==> src/rtl/mem_bus_pkg.sv <==
// Shared types and defaults for the memory bus initiator.
// Also holds the helpers that turn the configured wait-state count into a wait-counter load value.
package mem_bus_pkg;

  localparam int ADDR_W_DEF = 16;
  localparam int DATA_W_DEF = 8;
  localparam int WAIT_CNT_W = 4;

  typedef enum logic [1:0] {
    IDLE  = 2'd0,
    ISSUE = 2'd1,
    WAIT  = 2'd2,
    RESP  = 2'd3
  } state_e;

  // Reads always spend at least one cycle in WAIT; writes only when wait states are configured.
  function automatic logic needs_wait(input logic we, input logic [WAIT_CNT_W-1:0] ws);
    return (!we) || (ws != {WAIT_CNT_W{1'b0}});
  endfunction

  // WAIT lasts load+1 cycles: reads need 1+ws cycles, writes need ws cycles.
  function automatic logic [WAIT_CNT_W-1:0] wait_load(input logic we,
                                                      input logic [WAIT_CNT_W-1:0] ws);
    return we ? (ws - {{(WAIT_CNT_W-1){1'b0}}, 1'b1}) : ws;
  endfunction

endpackage

==> src/rtl/mem_initiator_if.sv <==
// Requester, response and memory-side signals of the bus initiator.
// The master modport is the initiator's view; the slave modport is the requester/memory view.
interface mem_initiator_if
  import mem_bus_pkg::*;
#(
  parameter int ADDR_W = ADDR_W_DEF,
  parameter int DATA_W = DATA_W_DEF
);
  logic              req_valid;
  logic              req_ready;
  logic              req_we;
  logic [ADDR_W-1:0] req_addr;
  logic [DATA_W-1:0] req_wdata;
  logic              rsp_valid;
  logic [DATA_W-1:0] rsp_rdata;
  logic              busy;
  logic [ADDR_W-1:0] mem_addr;
  logic [DATA_W-1:0] mem_wdata;
  logic              mem_rd;
  logic              mem_wr;
  logic [DATA_W-1:0] mem_rdata;

  modport master (
    input  req_valid, req_we, req_addr, req_wdata, mem_rdata,
    output req_ready, rsp_valid, rsp_rdata, busy,
    output mem_addr, mem_wdata, mem_rd, mem_wr
  );

  modport slave (
    output req_valid, req_we, req_addr, req_wdata, mem_rdata,
    input  req_ready, rsp_valid, rsp_rdata, busy,
    input  mem_addr, mem_wdata, mem_rd, mem_wr
  );
endinterface

==> src/rtl/mem_wait_timer.sv <==
// Loadable down-counter; done is high while the count sits at zero.
module mem_wait_timer
  import mem_bus_pkg::*;
#(
  parameter int W = WAIT_CNT_W
) (
  input  logic         clk,
  input  logic         rst_n,
  input  logic         load,
  input  logic [W-1:0] load_val,
  input  logic         en,
  output logic         done
);

  logic [W-1:0] cnt_r;

  // Load has priority; counting stops at zero.
  always_ff @(posedge clk or negedge rst_n) begin
    if (!rst_n) begin
      cnt_r <= {W{1'b0}};
    end else if (load) begin
      cnt_r <= load_val;
    end else if (en && (cnt_r != {W{1'b0}})) begin
      cnt_r <= cnt_r - {{(W-1){1'b0}}, 1'b1};
    end
  end

  assign done = (cnt_r == {W{1'b0}});

endmodule

==> src/rtl/mem_initiator.sv <==
// Single-outstanding bus initiator for the 64K x 8 synchronous memory.
// Every output is a flop; nothing on req_* reaches mem_* combinationally.
module mem_initiator
  import mem_bus_pkg::*;
#(
  parameter int ADDR_W      = ADDR_W_DEF,
  parameter int DATA_W      = DATA_W_DEF,
  parameter int WAIT_STATES = 0
) (
  input logic            clk,
  input logic            rst_n,
  mem_initiator_if.master bus
);

  localparam logic [WAIT_CNT_W-1:0] WS_C = WAIT_CNT_W'(WAIT_STATES);

  state_e              state_r;
  state_e              state_nxt_s;
  logic                we_r;
  logic [ADDR_W-1:0]   addr_r;
  logic [DATA_W-1:0]   wdata_r;
  logic [DATA_W-1:0]   rdata_r;
  logic                mem_rd_r;
  logic                mem_wr_r;
  logic                req_ready_r;
  logic                busy_r;
  logic                rsp_valid_r;
  logic                accept_s;
  logic                capture_s;
  logic                timer_load_s;
  logic                timer_en_s;
  logic                timer_done_s;
  logic [WAIT_CNT_W-1:0] timer_val_s;

  assign accept_s = (state_r == IDLE) && bus.req_valid;

  mem_wait_timer #(
    .W (WAIT_CNT_W)
  ) u_wait_timer (
    .clk      (clk),
    .rst_n    (rst_n),
    .load     (timer_load_s),
    .load_val (timer_val_s),
    .en       (timer_en_s),
    .done     (timer_done_s)
  );

  // Next-state decode, wait-timer control and read-data capture strobe.
  always_comb begin
    state_nxt_s  = state_r;
    timer_load_s = 1'b0;
    timer_val_s  = {WAIT_CNT_W{1'b0}};
    timer_en_s   = 1'b0;
    capture_s    = 1'b0;
    case (state_r)
      IDLE: begin
        if (bus.req_valid) begin
          state_nxt_s = ISSUE;
        end else begin
          state_nxt_s = IDLE;
        end
      end
      ISSUE: begin
        timer_val_s = wait_load(we_r, WS_C);
        if (needs_wait(we_r, WS_C)) begin
          state_nxt_s  = WAIT;
          timer_load_s = 1'b1;
        end else begin
          state_nxt_s  = RESP;
        end
      end
      WAIT: begin
        timer_en_s = 1'b1;
        if (timer_done_s) begin
          state_nxt_s = RESP;
          capture_s   = ~we_r;
        end else begin
          state_nxt_s = WAIT;
        end
      end
      RESP: begin
        state_nxt_s = IDLE;
      end
      default: begin
        state_nxt_s = IDLE;
      end
    endcase
  end

  // State, transaction latches and all registered outputs.
  always_ff @(posedge clk or negedge rst_n) begin
    if (!rst_n) begin
      state_r     <= IDLE;
      we_r        <= 1'b0;
      addr_r      <= {ADDR_W{1'b0}};
      wdata_r     <= {DATA_W{1'b0}};
      rdata_r     <= {DATA_W{1'b0}};
      mem_rd_r    <= 1'b0;
      mem_wr_r    <= 1'b0;
      req_ready_r <= 1'b1;
      busy_r      <= 1'b0;
      rsp_valid_r <= 1'b0;
    end else begin
      state_r     <= state_nxt_s;
      req_ready_r <= (state_nxt_s == IDLE);
      busy_r      <= (state_nxt_s != IDLE);
      rsp_valid_r <= (state_nxt_s == RESP);
      // Strobes are high exactly for the ISSUE cycle following an accept.
      mem_rd_r    <= accept_s && !bus.req_we;
      mem_wr_r    <= accept_s && bus.req_we;
      if (accept_s) begin
        we_r    <= bus.req_we;
        addr_r  <= bus.req_addr;
        wdata_r <= bus.req_wdata;
      end
      if (capture_s) begin
        rdata_r <= bus.mem_rdata;
      end
    end
  end

  assign bus.req_ready = req_ready_r;
  assign bus.busy      = busy_r;
  assign bus.rsp_valid = rsp_valid_r;
  assign bus.rsp_rdata = rdata_r;
  assign bus.mem_addr  = addr_r;
  assign bus.mem_wdata = wdata_r;
  assign bus.mem_rd    = mem_rd_r;
  assign bus.mem_wr    = mem_wr_r;

endmodule
==> src/flat_wrapper.sv <==
// flat-port wrapper written by rule: the top's interface ports become plain ports
module mem_initiator_flat import mem_bus_pkg::*;
#(
  parameter int ADDR_W      = ADDR_W_DEF,
  parameter int DATA_W      = DATA_W_DEF,
  parameter int WAIT_STATES = 0
)
  (clk, rst_n, bus_req_valid, bus_req_we, bus_req_addr, bus_req_wdata, bus_mem_rdata, bus_req_ready, bus_rsp_valid, bus_rsp_rdata, bus_busy, bus_mem_addr, bus_mem_wdata, bus_mem_rd, bus_mem_wr);
  mem_initiator_if #(.ADDR_W(ADDR_W), .DATA_W(DATA_W)) bus_i ();
  input logic clk;
  input logic rst_n;
  input wire logic [$bits(bus_i.req_valid)-1:0] bus_req_valid;
  input wire logic [$bits(bus_i.req_we)-1:0] bus_req_we;
  input wire logic [$bits(bus_i.req_addr)-1:0] bus_req_addr;
  input wire logic [$bits(bus_i.req_wdata)-1:0] bus_req_wdata;
  input wire logic [$bits(bus_i.mem_rdata)-1:0] bus_mem_rdata;
  output wire logic [$bits(bus_i.req_ready)-1:0] bus_req_ready;
  output wire logic [$bits(bus_i.rsp_valid)-1:0] bus_rsp_valid;
  output wire logic [$bits(bus_i.rsp_rdata)-1:0] bus_rsp_rdata;
  output wire logic [$bits(bus_i.busy)-1:0] bus_busy;
  output wire logic [$bits(bus_i.mem_addr)-1:0] bus_mem_addr;
  output wire logic [$bits(bus_i.mem_wdata)-1:0] bus_mem_wdata;
  output wire logic [$bits(bus_i.mem_rd)-1:0] bus_mem_rd;
  output wire logic [$bits(bus_i.mem_wr)-1:0] bus_mem_wr;
  assign bus_i.req_valid = bus_req_valid;
  assign bus_i.req_we = bus_req_we;
  assign bus_i.req_addr = bus_req_addr;
  assign bus_i.req_wdata = bus_req_wdata;
  assign bus_i.mem_rdata = bus_mem_rdata;
  assign bus_req_ready = bus_i.req_ready;
  assign bus_rsp_valid = bus_i.rsp_valid;
  assign bus_rsp_rdata = bus_i.rsp_rdata;
  assign bus_busy = bus_i.busy;
  assign bus_mem_addr = bus_i.mem_addr;
  assign bus_mem_wdata = bus_i.mem_wdata;
  assign bus_mem_rd = bus_i.mem_rd;
  assign bus_mem_wr = bus_i.mem_wr;
  mem_initiator #(.ADDR_W(ADDR_W), .DATA_W(DATA_W), .WAIT_STATES(WAIT_STATES)) u_core (.clk(clk), .rst_n(rst_n), .bus(bus_i));
endmodule
==> config.mk <==
export PLATFORM = sky130hd
export DESIGN_NAME = mem_initiator_flat
export DESIGN_NICKNAME = d
export VERILOG_FILES = /design/src/rtl/mem_bus_pkg.sv /design/src/rtl/mem_initiator_if.sv /design/src/rtl/mem_wait_timer.sv /design/src/rtl/mem_initiator.sv /design/src/flat_wrapper.sv
export SDC_FILE = /design/constraint.sdc
export NUM_CORES = 1
export LEC_CHECK = 0
export ABC_AREA = 1
export CAP_MARGIN = 20
export CELL_PAD_IN_SITES_DETAIL_PLACEMENT = 1
export CELL_PAD_IN_SITES_GLOBAL_PLACEMENT = 1
export CORE_MARGIN = 3
export CORE_UTILIZATION = 30
export CTS_BUF_LIST = sky130_fd_sc_hd__clkbuf_4 sky130_fd_sc_hd__clkbuf_8
export DETAILED_ROUTE_END_ITERATION = 6
export PLACE_DENSITY = 0.72
export SYNTH_ARGS = -nofsm -noshare
export SYNTH_HDL_FRONTEND = slang
export SYNTH_SLANG_ARGS = --single-unit
export TNS_END_PERCENT = 50
==> constraint.sdc <==
create_clock -name clk -period 4.7 [get_ports clk]
set_clock_uncertainty 0.2 [all_clocks]
set_input_delay 1.41 -clock clk [delete_from_list [all_inputs] [get_ports clk]]
set_output_delay 1.41 -clock clk [all_outputs]
set_load 0.005 [all_outputs]
Yosys cells after proc, flatten, opt, wreduce, memory -nomap -nowiden --
Cells that the tools add are included.
Storage, ports and cells: register bits after elaboration 44, input port bits 36, logic and storage cells 41, output and inout bits 37
Cells by class: reduce and logical (&&, ||, !) cells 11, mux-type cells 13, eq/ne operators 4, bitwise logic cells 1, add/subtract/negate cells 1
Operators with widths (count):
- 4-bit 2-to-1 mux | 4
- 1-bit 2-to-1 mux | 8
- 2-bit case mux with 4 select lines | 1
- 2-bit == test (second input constant) | 3
- 1-bit logical AND | 4
- 2-bit logical NOT | 2
- 4-bit logical NOT | 1
- 2-bit nonzero test | 2
- 4-bit nonzero test | 1
- 4-bit by 1-bit subtractor with 4-bit output (second input constant) | 1
- 2-bit by 1-bit == test with 1-bit output (second input constant) | 1
- 1-bit logical NOT | 1
- 1-bit inverter | 1

Depth between registers and ports, before layout --
Gate-level depths: netlist of run 1.
depth after elaboration 5, gate-level depth with buffers 7, mapped depth without buffers 7

Cells and area by module --
Synthesis of run 1 repeated with hierarchy kept, for this count alone.
Unflattened totals: cell total of the unflattened synthesis 219, area, all modules 1999.4 um2
Modules (own cells, without submodules):
- mem_initiator | sequential area each 1002.2 um2, area an instance 1704.1 um2, instances 1, cells an instance 173
- mem_wait_timer | sequential area each 100.1 um2, area an instance 295.3 um2, instances 1, cells an instance 46

Worst setup path before layout of run 1 --
OpenSTA, ideal clock, no wires.
path kind input-to-reg, start point input bus_req_valid, end point register u_core.addr_r[10], in the netlist u_core.bus.mem_addr[10], required time 4375 ps, path buffers 1, cell stages on the path 3, slack 2393 ps, data arrival time 1982 ps, setup time 125 ps, cells stage by stage nand2_4 buf_6 mux2_4
On the way: word-level cells in the longest chain between the ends 1
RTL lines:
- start: declaration | line flat_wrapper.sv:12 | input wire logic [$bits(bus_i.req_valid)-1:0] bus_req_valid;
- 1-bit logical AND | line mem_initiator.sv:35 | assign accept_s = (state_r == IDLE) && bus.req_valid;
- end signal: assignment | line mem_initiator.sv:95 | addr_r <= {ADDR_W{1'b0}};
- end signal: assignment | line mem_initiator.sv:113 | addr_r <= bus.req_addr;
- end: declaration | line mem_initiator.sv:20 | logic [ADDR_W-1:0] addr_r;
No other way between the ends. A chain may end at the register's enable or synchronous reset.

Worst setup path after layout of run 1 --
start point register u_core.req_ready_r, in the netlist u_core.bus.req_ready, end point output bus_req_ready
RTL lines:
- start: declaration | line mem_initiator.sv:25 | logic req_ready_r;
- start signal: assignment | line mem_initiator.sv:105 | req_ready_r <= (state_nxt_s == IDLE);
- end: declaration | line flat_wrapper.sv:17 | output wire logic [$bits(bus_i.req_ready)-1:0] bus_req_ready;
No word-level cell between the ends.

==> results of run 1 <==
## area by class of cell
| cell class | instances | area share [%] |
|---|---|---|
| Multi-Input combinational cell | 89 | 24.1 |
| Inverter | 15 | 2.08 |
| Sequential cell | 44 | 39.8 |
| Tap cell | 72 | 3.25 |
| Clock inverter | 3 | 1.72 |
| Clock buffer | 5 | 2.49 |
| Timing Repair Buffer | 73 | 26.6 |
## final timing paths
check | from | end | slack, ps | cells after the start
worst min-delay path | u_core.bus.rsp_rdata[5]$_DFFE_PN0P_ | u_core.bus.rsp_rdata[5]$_DFFE_PN0P_ | 290 | 2
max in group asynchronous | rst_n | u_core.bus.req_ready$_DFF_PN1_ | 3110 | 2
min in group asynchronous | rst_n | u_core.u_wait_timer.cnt_r[3]$_DFFE_PN0P_ | 710 | 1
worst min register to register | u_core.bus.rsp_rdata[5]$_DFFE_PN0P_ | u_core.bus.rsp_rdata[5]$_DFFE_PN0P_ | 290 | 2
worst max register to register | u_core.state_r[0]$_DFF_PN0_ | u_core.bus.mem_wdata[7]$_DFFE_PN0P_ | 2970 | 4
worst max-delay path | u_core.bus.req_ready$_DFF_PN1_ | bus_req_ready | 1790 | 1
## metal layers
layer  up-vias  wire length, um  part of all wire [%]  GRT usage [%]
met4         0               52                   1.3           3.88
met1       655             1780                    43           14.5
met5         -                0                     0              0
li1        631                -                     -              -
met2        50             1910                    47           20.4
met3         6              351                   8.6           4.81
## sequential cells by signal, summed over array words and instances (netlist names)
name,cells
u_core.bus.mem_addr,16
u_core.bus.mem_rd,1
u_core.bus.rsp_valid,1
u_core.state_r,2
u_core.bus.rsp_rdata,8
u_core.we_r,1
u_core.bus.req_ready,1
u_core.u_wait_timer.cnt_r,4
u_core.bus.busy,1
u_core.bus.mem_wr,1
u_core.bus.mem_wdata,8
## cells in the mapped netlist, drive strengths merged
| cell | instances |
|---|---|
| dfrtp | 43 |
| nand2 | 41 |
| mux2 | 24 |
| inv | 14 |
| nand3 | 8 |
| ha | 6 |
| nor2 | 6 |
| a21oi | 2 |
| buf | 2 |
| clkinv | 1 |
| dfstp | 1 |
| nand4 | 1 |
| xor2 | 1 |
## placed cells by master (no fill, tap or decap)
cell              n
dfstp_2           1
clkdlybuf4s50_1  71
ha_1              6
nor2_2            1
mux2_4           17
nand2_4           1
clkinv_2          1
clkinv_4          2
buf_12            1
buf_2             1
xor2_1            1
nand4_2           1
bufinv_16         1
a21oi_1           2
nand2_1          40
inv_1            14
clkbuf_8          5
mux2_2            7
dfrtp_1          43
nand3_1           8
nor2_1            5
## logic make-up (layout without fill, tap and decap cells)
logic type      count (synthesis)  count (layout)  synth area share, %
simple gates                   56              56                 12.9
flops                          44              44                 59.6
mux                            24              24                 18.1
buf+inv                        17              96                 4.33
fa+ha+maj                       6               6                 4.06
compound gates                  2               2                0.541
xor+xnor                        1               1                0.474
## worst reg2reg max path, delay by kind of cell (launching register included)
family        cells  cell delay (ps)
mux               1              390
flops             1              360
buf+inv           1               80
simple gates      1              350
fa+ha+maj         1              230
## power by group through the flow
stage | clock network (mW) | logic (mW) | registers, mW
2_1_floorplan | 0 | 0.325 | 0.649
4_1_cts | 0.308 | 0.737 | 0.643
3_5_place_dp | 0 | 0.735 | 0.642
6_report | 0.296 | 0.722 | 0.638
3_3_place_gp | 0 | 0.719 | 0.641
5_1_grt | 0.321 | 0.795 | 0.664
## stage by stage
step                      hold WS [ps]  power (mW)
final                              290        1.66
after global routing               330        1.78
after CTS                          292        1.69
after detailed placement           268        1.38
after global placement             262        1.36
after floorplan                    272       0.974
==> flow_metrics.tcl, run 1 <==
set metrics [dict create \
    status "complete, no violations" \
    grt_pass1_wl_um 7090 \
    p_seq_share_pct 38.5 \
    routed_wl_um 4100 \
    clock_path_buffers 2 \
    io_buffers 72 \
    ys_seq_area_share_pct 59.6 \
    slowest_stage "dfstp_2" \
    path_max_fanout 1 \
    switching_share_pct 28.3 \
    synth_area_leader_cell "dfrtp_1" \
    finalSetupTns_ps 0 \
    ir_drop_mv 0.238 \
    synthCells 150 \
    drive_gt1_share_pct 17.0 \
    synth_area_leaders "dfrtp_1 58%, mux2_4 14%, nand2_1 8.1%, mux2_2 4.3%, ha_1 4.1%" \
    clkPwrFrac_pct 17.9 \
    final-seq-area_um2 1100 \
    synth_nets 192 \
    clock-sinks 44 \
    drc 0 \
    fin_cells 301 \
    num_rows 27 \
    clk_pin_slew_ps 90 \
    cts_resized 0 \
    start_util_pct 32.2 \
    critPathKind "flop to output port" \
    die_area_um2 7140 \
    ios 73 \
    setup_viol 0 \
    htreeDepth 2 \
    core_um2 5740 \
    path_buf_inv 1 \
    clock.fmax_mhz 343 \
    fin_util_pct 48.2 \
    cp-end-kind "output port" \
    cap_violations 0 \
    drt-pass1-iter-count 3 \
    die-height_um 84.5 \
    hpwl_um 2940 \
    hold_path_class "flop to flop" \
    die_x_um 84.5 \
    dpl.cell_count 292 \
    postCtsSetupBuffers 0 \
    synth.avg_cell_area_um2 12.3 \
    vias_per_cell 4.46 \
    gp_congestion 0.711 \
    powerDensity_nw_per_um2 598 \
    num-nets-final 270 \
    cp-start-kind "flop" \
    worstMarginPinSlew_ps 447 \
    clkLatencyLatePin_ps 290 \
    grt_start_max_net_pins 45 \
    grt_pass1_vias 1519 \
    vias 1342 \
    place_area_um2 2630 \
    design_area_um2 2770 \
    drt-initial-drc-count 46 \
    p_int_mw 1.19 \
    antenna_found_initial 0 \
    area_growth_pct 49.7 \
    yosys.area.top_type_share_pct 58.2 \
    synth_cell_type_count 16 \
    ys_warn_count 0 \
    min_period_ps 2910 \
    arrival_ps 1300 \
    cp_cell_sequence "clkdlybuf4s50_1" \
    required_ps 3090 \
    hold_buffers 0 \
    ctsRootBufferMaster "clkbuf_8" \
    grt_usage_pct 12.2 \
    cts_tree "built" \
    diodes 0 \
    post_drt_wl_per_cell_um 13.6 \
    rsz0062_at_grt "no" \
    antenna_left 0 \
    cellLeakagePower_nw 1.37 \
    syn-cell-area_um2 1850 \
    multi_input_area_um2 667 \
    fin_ws_ps 1790 \
    pwr-share-comb_pct 43.6 \
    switchingPower_mw 0.468 \
    finalHoldViolations 0 \
    cts_made_buffers 5 \
    ys_ff_latch 44 \
    timing.final.crit_share_pct 62.0 \
    slowest_delay_ps 520 \
    grt_overflow_total 0 \
    relSlewSlack_pct 70.2 \
    fill_cells 617 \
    crit_family "flip-flops" \
    post-place-ws_ps 1700 \
    slew_violations 0 \
]
(Power assumes the default switching activity.)
==> inputs of run 2 (changes only) <==
Clock period 4.7 ns to 2.7 ns, I/O delays scaled along.
==> run 2 against run 1 <==
Net effect:
- worst setup slack worse by 1400 ps
- combinational power is 75% higher
- die area stayed put
- wire length hardly changed
- worst hold slack worse by 7.8 ps
- first-iteration DRC count stayed put
- total power is 67% higher
- critical path type unchanged
==> flow_metrics.tcl, run 2 (synthesized netlist as in run 1, its figures left out) <==
set metrics [dict create \
    status "complete, no violations" \
    grt_start_max_net_pins 28 \
    p_int_mw 1.98 \
    clkPwrFrac_pct 14.2 \
    vias_per_cell 4.32 \
    cp-start-kind "flop" \
    clock.fmax_mhz 434 \
    required_ps 1690 \
    dpl.cell_count 293 \
    slew_violations 0 \
    hold_buffers 0 \
    ir_drop_mv 0.536 \
    hpwl_um 3070 \
    worst-r2r-cell-count 4 \
    path_max_fanout 1 \
    clkLatencyLatePin_ps 290 \
    io_buffers 72 \
    grt_overflow_total 0 \
    grt_pass1_wl_um 6940 \
    path_buf_inv 1 \
    cts_resized 0 \
    p_seq_share_pct 40.3 \
    htreeDepth 2 \
    powerDensity_nw_per_um2 1010 \
    rrSetupSlack_ps 980 \
    finalSetupTns_ps 0 \
    arrival_ps 1290 \
    worstMarginPinSlew_ps 504 \
    area_growth_pct 47.8 \
    mostFrequentLayoutCell "clkdlybuf4s50_1" \
    cellLeakagePower_nw 1.35 \
    ctsRootBufferMaster "clkbuf_8" \
    fin_ws_ps 397 \
    drive_gt1_share_pct 16.7 \
    hold_path_class "input port to asynchronous set/reset pin" \
    cap_violations 0 \
    finalHoldViolations 0 \
    post_drt_wl_per_cell_um 13.7 \
    clock_path_buffers 2 \
    num-nets-final 270 \
    die_x_um 84.5 \
    setup_viol 0 \
    clock-sinks 44 \
    crit_family "flip-flops" \
    drc 0 \
    cp-end-kind "output port" \
    rr_startpoint "u_core.state_r[0]$_DFF_PN0_" \
    switchingPower_mw 0.786 \
    cp_cell_sequence "clkdlybuf4s50_1" \
    critPathKind "flop to output port" \
    gp_congestion 0.715 \
    vias 1295 \
    routed_wl_um 4100 \
    grt_usage_pct 12.1 \
    min_period_ps 2300 \
    clk_pin_slew_ps 80 \
    grt_pass1_vias 1455 \
    diodes 0 \
    die_area_um2 7140 \
    drt-pass1-iter-count 3 \
    core_um2 5740 \
    final_cell_mix "71 x clkdlybuf4s50_1, 43 x dfrtp_1, 40 x nand2_1" \
    num_rows 27 \
    largest_reg_flops 16 \
    ios 73 \
    pwr-share-comb_pct 45.5 \
    cts_made_buffers 5 \
    post-place-ws_ps 305 \
    switching_share_pct 28.5 \
    p_total_mw 2.76 \
    timing.final.crit_share_pct 85.3 \
    die-height_um 84.5 \
    rsz0062_at_grt "no" \
    postCtsSetupBuffers 0 \
    r2r_end "u_core.bus.mem_wdata[5]$_DFFE_PN0P_" \
    cts_tree "built" \
    antenna_left 0 \
    relSlewSlack_pct 66.4 \
    fin_cells 300 \
    drt-initial-drc-count 46 \
    slowest_stage "dfstp_2" \
    antenna_found_initial 0 \
    slowest_delay_ps 520 \
    path_depth 1 \
    start_util_pct 32.2 \
]
## run 2: cell count changes in the layout (fill, tap and decap cells not counted), sizes merged
cell | previous run | this run
bufinv | 1 | 0
clkinv | 3 | 2
clkbuf | 5 | 6
## run 2: power by group through the flow
stage / clock [mW] / combinational, mW / sequential [mW]
global placement: 0 / 1.26 / 1.12
finish: 0.392 / 1.26 / 1.11
global route: 0.440 / 1.37 / 1.15
CTS: 0.414 / 1.29 / 1.12
floorplan: 0 / 0.566 / 1.13
detailed placement: 0 / 1.28 / 1.12
## run 2: cell type report
class                   count  area [um^2]
multi-input cells          89          667
inverters                  15         57.6
clock buffers               6         76.3
clock inverters             1         5.00
fillers                   616         3010
well taps                  72         90.1
flip-flops and latches     44         1100
repair buffers             73          736
## run 2: how the worst max path moves through the flow
stage	start	endpoint	slack [ps]
final	u_core.bus.req_ready$_DFF_PN1_	bus_req_ready	400
after floorplan	bus_req_valid	u_core.bus.mem_addr[10]$_DFFE_PN0P_	990
after detailed placement	bus_req_valid	u_core.bus.mem_wdata[5]$_DFFE_PN0P_	300
after CTS	u_core.bus.req_ready$_DFF_PN1_	bus_req_ready	370
after global routing	u_core.bus.req_ready$_DFF_PN1_	bus_req_ready	350
after global placement	bus_req_valid	u_core.bus.mem_addr[15]$_DFFE_PN0P_	340
## run 2: through the flow
stage,hold WS (ps),util [%],area [um^2]
final,282,47.6,2730
after global routing,307,47.6,2730
after CTS,291,47.6,2730
after detailed placement,271,46.2,2650
after global placement,262,46.2,2650
after floorplan,272,-,1850
## run 2: layer usage
layer | part of all wire [%] | global-route usage [%] | up-vias
met5 | 0 | 0 | -
met4 | 1.1 | 4.32 | 0
met3 | 7.6 | 4.22 | 6
met2 | 46 | 19.4 | 50
met1 | 46 | 15.0 | 612
li1 | - | - | 627
==> inputs of run 3 (changes only) <==
--- a/constraint.sdc
+++ b/constraint.sdc
@@ -4,2 +4,2 @@
 set_output_delay 0.81 -clock clk [all_outputs]
-set_load 0.005 [all_outputs]
+set_load 0.02 [all_outputs]
==> results of run 3 <==
The final DEF is identical to that of run 2. Status: complete, no violations.
Among the figures that moved: setup slack after layout 397 ps -> 293 ps; total power 2.76 mW -> 3.08 mW; worst IR drop on VDD 0.536 mV -> 0.641 mV
